`src/rtl/mult.sv`:
```
// -----------------------------------------------------------------------------
// mult: sequential signed multiplier (radix-2 Booth, one iteration per clock).
//
// Produces the full 2*WIDTH-bit two's-complement product of a and b, split
// into hi/lo for the HI/LO registers. The control unit holds mult_ctrl high
// for the whole operation and waits for the one-cycle done pulse.
//
// Ports:
//   clk        in   1      clock, rising edge
//   reset      in   1      synchronous, active-high reset
//   mult_ctrl  in   1      run request (level); dropping it mid-run aborts
//   a          in   WIDTH  multiplicand (signed), sampled at the start edge
//   b          in   WIDTH  multiplier (signed), sampled at the start edge
//   hi         out  WIDTH  product[2*WIDTH-1:WIDTH]
//   lo         out  WIDTH  product[WIDTH-1:0]
//   done       out  1      one-cycle pulse when hi/lo have been updated
// -----------------------------------------------------------------------------
module mult #(
    parameter int WIDTH = 32
) (
    input  logic             clk,
    input  logic             reset,
    input  logic             mult_ctrl,
    input  logic [WIDTH-1:0] a,
    input  logic [WIDTH-1:0] b,
    output logic [WIDTH-1:0] hi,
    output logic [WIDTH-1:0] lo,
    output logic             done
);

    localparam int CNT_W = $clog2(WIDTH + 1);

    typedef enum logic [1:0] {
        IDLE = 2'd0,
        RUN  = 2'd1,
        HOLD = 2'd2
    } state_t;

    state_t             state_r;
    // acc is one bit wider than the operand so that subtracting
    // m = -2^(WIDTH-1) cannot overflow.
    logic [WIDTH:0]     acc_r;
    logic [WIDTH-1:0]   q_r;
    logic               q_m1_r;
    logic [WIDTH:0]     m_r;
    logic [CNT_W-1:0]   cnt_r;
    logic [WIDTH-1:0]   hi_r;
    logic [WIDTH-1:0]   lo_r;
    logic               done_r;

    logic [WIDTH:0]     acc_sum_s;
    logic [WIDTH:0]     acc_shift_s;
    logic [WIDTH-1:0]   q_shift_s;
    logic               q_m1_shift_s;
    logic               last_step_s;

    // Booth add/subtract selected by the current multiplier bit pair.
    always_comb begin
        acc_sum_s = acc_r;
        case ({q_r[0], q_m1_r})
            2'b01:   acc_sum_s = acc_r + m_r;
            2'b10:   acc_sum_s = acc_r - m_r;
            default: acc_sum_s = acc_r;
        endcase
    end

    // Arithmetic right shift of {acc, q, q_m1}, replicating the acc sign bit.
    always_comb begin
        acc_shift_s  = {acc_sum_s[WIDTH], acc_sum_s[WIDTH:1]};
        q_shift_s    = {acc_sum_s[0], q_r[WIDTH-1:1]};
        q_m1_shift_s = q_r[0];
    end

    // The iteration about to run is the final one.
    always_comb begin
        if (cnt_r == CNT_W'(WIDTH - 1)) begin
            last_step_s = 1'b1;
        end else begin
            last_step_s = 1'b0;
        end
    end

    // Control FSM, datapath registers and registered result/done outputs.
    always_ff @(posedge clk) begin
        if (reset) begin
            state_r <= IDLE;
            acc_r   <= {(WIDTH+1){1'b0}};
            q_r     <= {WIDTH{1'b0}};
            q_m1_r  <= 1'b0;
            m_r     <= {(WIDTH+1){1'b0}};
            cnt_r   <= {CNT_W{1'b0}};
            hi_r    <= {WIDTH{1'b0}};
            lo_r    <= {WIDTH{1'b0}};
            done_r  <= 1'b0;
        end else begin
            // done is only ever high for the single edge that completes a run.
            done_r <= 1'b0;
            case (state_r)
                IDLE: begin
                    if (mult_ctrl) begin
                        acc_r   <= {(WIDTH+1){1'b0}};
                        q_r     <= b;
                        q_m1_r  <= 1'b0;
                        m_r     <= {a[WIDTH-1], a};
                        cnt_r   <= {CNT_W{1'b0}};
                        state_r <= RUN;
                    end else begin
                        state_r <= IDLE;
                    end
                end
                RUN: begin
                    if (!mult_ctrl) begin
                        // Abort: partial result discarded, hi/lo untouched.
                        state_r <= IDLE;
                    end else begin
                        acc_r  <= acc_shift_s;
                        q_r    <= q_shift_s;
                        q_m1_r <= q_m1_shift_s;
                        cnt_r  <= cnt_r + CNT_W'(1);
                        if (last_step_s) begin
                            hi_r    <= acc_shift_s[WIDTH-1:0];
                            lo_r    <= q_shift_s;
                            done_r  <= 1'b1;
                            state_r <= HOLD;
                        end else begin
                            state_r <= RUN;
                        end
                    end
                end
                HOLD: begin
                    // A held request must not retrigger; wait for it to drop.
                    if (!mult_ctrl) begin
                        state_r <= IDLE;
                    end else begin
                        state_r <= HOLD;
                    end
                end
                default: begin
                    state_r <= IDLE;
                end
            endcase
        end
    end

    assign hi   = hi_r;
    assign lo   = lo_r;
    assign done = done_r;

endmodule

```
`config.mk`:
```
export PLATFORM = sky130hd
export DESIGN_NAME = mult
export DESIGN_NICKNAME = d
export VERILOG_FILES = /design/src/rtl/mult.sv
export SDC_FILE = /design/constraint.sdc
export NUM_CORES = 1
export LEC_CHECK = 0
export ABC_AREA = 1
export CAP_MARGIN = 20
export CORE_MARGIN = 3
export CORE_UTILIZATION = 45
export CTS_BUF_LIST = sky130_fd_sc_hd__clkbuf_8
export CTS_CLUSTER_DIAMETER = 80
export CTS_CLUSTER_SIZE = 14
export DETAILED_ROUTE_END_ITERATION = 10
export DONT_BUFFER_PORTS = 1
export GPL_TIMING_DRIVEN = 0
export HOLD_SLACK_MARGIN = 0.12
export PLACE_DENSITY_LB_ADDON = 0.1
export SYNTH_ARGS = -nofsm -noshare
export SYNTH_HDL_FRONTEND = slang
export SYNTH_SLANG_ARGS = --single-unit
export TNS_END_PERCENT = 100
```
`constraint.sdc`:
```
create_clock -name clk -period 5.3 [get_ports clk]
set_input_delay 0.53 -clock clk [delete_from_list [all_inputs] [get_ports clk]]
set_output_delay 0.53 -clock clk [all_outputs]
set_load 0.005 [all_outputs]
```
After elaboration in Yosys (flattened, before gate mapping)

Cells that the tools add are included.

Word-level logic and storage cells: 47
Bits in registers: 171
Bits of input ports: 67
Output and inout port bits: 65

Reductions and logical operators: 6
Mux-type cells: 20
Bitwise gates (word level): 2
Eq/ne operators: 7
$add $sub $neg: 3

Operators with widths:

| cell                | count |
|---|---|
| $pmux 33 s2         | 2 |
| $mux 33             | 2 |
| $mux 32             | 2 |
| $pmux 32 s2         | 1 |
| $add 33x33->33      | 1 |
| $sub 33x33->33      | 1 |
| $mux 6              | 2 |
| $pmux 6 s2          | 1 |
| $add 6x1->6 const B | 1 |
| $eq 6x5->1 const B  | 1 |
| $mux 2              | 3 |
| $pmux 2 s3          | 1 |
| $reduce_and 3->1    | 2 |
| $mux 1              | 5 |
| $eq 2x1->1 const B  | 2 |
| $eq 2x2->1 const B  | 2 |
| $ne 2x2->1 const B  | 2 |
| $reduce_or 3->1     | 1 |
| $logic_not 2->1     | 1 |
| $not 1->1           | 2 |
| $pmux 1 s2          | 1 |
| $reduce_and 2->1    | 1 |
| $reduce_bool 2->1   | 1 |

Logic depth before layout (Yosys ltp)

Depth after elaboration: 5
Mapped depth: 26
Mapped depth without buffers: 26

Least setup slack after synthesis

OpenSTA, ideal clock, no wires.

Path kind: reg-to-reg
From: reg m_r[0]
To: reg acc_r[30]
Period minus slack after synthesis: 2.871 ns
Arrival: 2.739 ns
Data required time: 5.168 ns
Library setup time: 0.132 ns
Buffers on the path: 0
Cell stages (with the launch flop): 22
Setup slack: 2.429 ns
Cell sequence: dfxtp_1 inv_1 ha_1 nand2_1 nor2_4 a21oi_1 or2_1 nor2_2 o21ai_1 xor2_1 ha_1 nand2_1 nor2_1 inv_1 nor4_1 nand3_1 nand2_1 nand2_1 nand3_1 nand2_1 nand2_1 a21oi_2

Word-level cells in the longest chain between the ends: 4
Elaborated cells between the ends (all ways): 5
Those cells by class: 2 x add/sub; 3 x mux

Ends and longest elaborated chain:

| element                                                 | line   | RTL |
|---|---|---|
| start, declared                                         | 45     | `logic [WIDTH:0] m_r;` |
| start signal, assigned                                  | 90     | `m_r <= {(WIDTH+1){1'b0}};` |
| start signal, assigned                                  | 104    | `m_r <= {a[WIDTH-1], a};` |
| $sub 33x33->33 / $add 33x33->33 (equally long branches) | 62, 61 |  |
| $pmux 33 s2 *                                           | 60     | `case ({q_r[0], q_m1_r})` |
| $mux 33 *                                               | 112    | `if (!mult_ctrl) begin` |
| $pmux 33 s2 *                                           | 98     | `case (state_r)` |
| end signal, assigned                                    | 87     | `acc_r <= {(WIDTH+1){1'b0}};` |
| end signal, assigned                                    | 101    | `acc_r <= {(WIDTH+1){1'b0}};` |
| end signal, assigned                                    | 116    | `acc_r <= acc_shift_s;` |
| end, declared                                           | 42     | `logic [WIDTH:0] acc_r;` |

Mark *: on every way between the ends. The rest lies on a longest branch, timed or not. The select of a mux whose other input is x is not followed.
A chain may end at the register's enable or synchronous reset.

Worst setup path in the final report

From: reg m_r[0]
To: reg acc_r[31]

Same word-level chain as after synthesis.

==> Implementation_results.wiki <==
{| class="wikitable"
! Metric !! Value
|-
| Result of the run || finished, final reports clean
|-
| Place WS || roughly 1.7 ns
|-
| Routed wl met3 || 1840 um
|-
| Top_reg_cell synth || dfxtp_1
|-
| Maximum vdd ir drop || 0.161 mV
|-
| Area share of the largest cell type after synthesis || 0.354
|-
| Required time of the critical path || 5.65 ns
|-
| Final setup violation count || 0
|-
| Power density normalized to cell area || 284 nW/um^2
|-
| Number of buffers inserted by post-CTS setup repair || 0
|-
| Top metal layer carrying routed signals || met4
|-
| Final Instance Count excl. Fillers || roughly 1700
|-
| Count of antenna-violating nets left after detailed routing || 0
|-
| Worst setup path startpoint || m_r[0]$_SDFFE_PP0P_
|-
| Clock transition time at the flip-flop clock pins of the worst setup and hold paths || 0.11 ns
|-
| Synth Register Bits || 170
|-
| Startpoint type of the worst setup path || register
|-
| Largest net degree at the start of global routing || 19
|-
| Leading cell type in the layout, fill and taps excluded || nand2_1
|-
| Number of slew-limit violations in the final report || 0
|-
| Gate count of the mapped netlist || 1391
|-
| Sequence of cells on the critical path || inv_1 > ha_1 > nand2_1 > nor2_4 > a21oi_1 > or2_1 > nor2_2 > o21ai_1 > xor2_1 > ha_1 > nand2_1 > inv_1 > nand2_1 > nand2_1 > a21oi_1 > nand2_1 > a21oi_1 > nand3_1 > nand3_1 > nand2_1 > nand2_1 > a21oi_1
|-
| Worst-margin pin slew || roughly 0.7 ns
|-
| Worst path bufs/invs || 2
|-
| Post-synthesis instance area || about 9600 sq um
|-
| Worst-path fanout max || 6
|-
| Total via count in the routed design || just over 9000
|-
| Layout cells sized above 1 || 0.0808
|-
| Slowest CP cell || xor2_1
|-
| Design Power || 2950 uW
|-
| Worst max-slew margin expressed relative to the limit || 0.528
|-
| Detailed route wirelength on metal2 || 13100 um
|-
| TritonCTS clock tree || yes
|-
| Number of antenna violations at the first check in global routing || 0
|-
| Number of max-cap violations || 0
|-
| Library cell occupying the most area in the post-synthesis netlist || dfxtp_1
|-
| Number of warnings issued by yosys || 0
|-
| CTS HTree Levels || 4
|-
| Post-route minimum period || between 3 and 4 ns
|-
| Number of buffers created by CTS || 17
|-
| Leakage power total || 0.00450 uW
|-
| # IOs || 132
|-
| Compound-gate portion of the synthesized area || 0.215
|-
| Syn avg cell area || 6.91 sq um
|-
| Placer congestion estimate || 0.944
|-
| Placement row count || 52
|-
| Overflow left after global routing || 0
|-
| Post-synthesis adder-cell area fraction || 0.0476
|-
| Dominant combinational cell family by area after synthesis || simple AND/OR/NAND/NOR gates
|-
| Number of synthesized flops with an enable pin || 0
|-
| Area inside the core boundary || ~21000 sq um
|-
| Effective utilization at floorplan || 0.466
|-
| DRC errors left || 0
|-
| Width of the chip || 152 um
|-
| # hold bufs at CTS || 0
|-
| Cell at the root of the clock tree || clkbuf_8
|-
| Number of hold-slack violations in the final timing report || 0
|-
| Post-synthesis xor/xnor area fraction || 0.0291
|-
| Unrepaired setup endpoints after global routing || false
|-
| Multiplexer area fraction after synthesis || 0
|-
| Ratio of routed vias to standard cells || 5.47
|-
| Combined global-route utilization of all metal layers || 0.256
|-
| Area share of and/or/nand/nor cells after synthesis || 0.261
|-
| Clock insertion delay at the later pin of the skew report || roughly 0.47 ns
|-
| Violation count after the first detailed-route iteration || 719
|-
| Synthesized netlist net count || 1494
|-
| Met1 Wirelength || about 15000 um
|-
| Setup TNS || 0 ns
|-
| Detailed-routing iteration count for the pre-antenna-repair pass || 5
|-
| Clock Tree Buf Depth || 2
|-
| Min setup slack post-route || 1.61 ns
|-
| Number of sinks handled by clock tree synthesis || 170
|-
| Net count of the finished layout || between 1500 and 2000
|-
| Cells taking the most area after synthesis || dfxtp_1 (35%), nand2_1 (10%), a21oi_1 (6.5%)
|-
| # resized after CTS || 0
|-
| Fin Clk Skew || 0.0198 ns
|-
| Crit end category || register
|-
| Critical Path AT || roughly 4.0 ns
|-
| Total wirelength of the detailed-routed design || 30600 um
|-
| CP peak stage delay || approximately 0.4 ns
|-
| Routed wire length per instance || 18.1 um
|-
| Wire length of the first global-routing pass || 47700 um
|-
| Post-synthesis async set-or-reset flop share || 0
|-
| Port Buf Inserts || 0
|-
| Startpoint of the lowest-slack register-to-register path || m_r[0]$_SDFFE_PP0P_
|-
| CP delay by family, top || simple AND/OR/NAND/NOR gates
|-
| Diode insertion count for antenna repair || 0
|-
| Highest Clock Rate || 271 MHz
|-
| Fraction of the yosys area taken by sequential cells || 0.354
|-
| Highest-count cells in the layout ignoring fill and taps || nand2_1 (257), dfxtp_1 (170), inv_1 (149), nor2_1 (148), a21oi_1 (124)
|-
| Vias in the first global route || approximately 8600
|-
| Period Utilization, post-route || 0.696
|-
| Total instance count after detailed placement || 1661
|-
| Fillers || 2133
|-
| Detailed-placement wirelength estimate || 24000 um
|-
| Hold/Removal Path Class || input port to register
|-
| Category of the most critical setup path || register to register
|-
| Height of the chip || 152 um
|-
| Number of distinct library cells after synthesis || 46
|-
| Synth-to-Final Area Change || 7.88%
|-
| Min-Delay Startpoint || a[7]
|-
| CP most frequent cell || nand2_1
|-
| Total die area || 23200 sq um
|}
==> power by group <==
group | switching, uW | internal [uW]
logic | 428 | 188
clock network | 579 | 401
registers | 34.1 | 1320
total | 1040 | 1910
==> logic make-up after synthesis <==
group	Yosys count
DFF	170
and+or+nand+nor	574
adders and majority gates	36
buffers and inverters	223
AOI/OAI and AO/OA	356
xor gates and xnor gates	32
==> metal layers <==
metal / vias up / track usage
met5: - / 0
met4: 0 / 0.0527
met3: 22 / 0.0420
met2: 268 / 0.380
met1: 4314 / 0.391
li1: 4663 / -
==> sequential cells by signal, summed over array words and instances, names as in the netlist <==
signal   count
acc_r       32
cnt_r        6
done         1
hi          32
lo          32
m_r         32
q_m1_r       1
q_r         32
state_r      2
==> synth_stat cells, drive strengths merged (3+ instances only) <==
cell type / n
nand3b: 5
o21bai: 8
nand4: 4
a211oi: 3
o211ai: 5
o21ai: 159
a21o: 5
a21oi: 129
nand2: 265
buf: 30
nor2: 157
dfxtp: 170
clkbuf: 38
a31oi: 4
a221oi: 33
o22ai: 5
xor2: 22
o21a: 4
nor4: 4
inv: 155
xnor2: 10
nand3: 102
ha: 35
nor3: 16
or2: 19
==> through the flow <==
step	utilization	hold slack (ns)	cell area, sq um
2_1_floorplan	-	0.441	9620
3_3_place_gp	0.483	0.458	9960
3_5_place_dp	0.483	0.464	9960
4_1_cts	0.503	0.167	10400
5_1_grt	0.503	0.163	10400
6_report	0.503	0.191	10400
==> worst register-to-register path, cell delays in order, from the launching register on <==
cell     delay, ns
dfxtp_1       0.34
inv_1         0.09
ha_1          0.18
nand2_1       0.11
nor2_4        0.19
a21oi_1       0.13
or2_1         0.28
nor2_2        0.15
o21ai_1       0.10
xor2_1        0.40
ha_1          0.38
nand2_1       0.18
inv_1         0.06
nand2_1       0.06
nand2_1       0.06
a21oi_1       0.26
nand2_1       0.09
a21oi_1       0.14
nand3_1       0.09
nand3_1       0.13
nand2_1       0.06
nand2_1       0.06
a21oi_1       0.06
==> path summary, 6_finish.rpt <==
path,to,slack [ns],cells after the start
setup / recovery,acc_r[31]$_SDFFE_PP0P_,1.61,22
hold / removal,m_r[7]$_SDFFE_PP0P_,0.19,2
setup reg to reg,acc_r[31]$_SDFFE_PP0P_,1.61,22
hold reg to reg,lo[29]$_SDFFE_PP0P_,0.48,2
==> area by class of cell <==
type                       count  area, sq um  share of cell area
buffer                        68          320              0.0309
clock buffer                  17          234              0.0225
clock inverter                15          186              0.0180
inverter                     155          582              0.0561
multi-input combinational    998         5310               0.512
sequential                   170         3400               0.328
tap                          270          338              0.0326
Power figures use the tool's default switching activity.
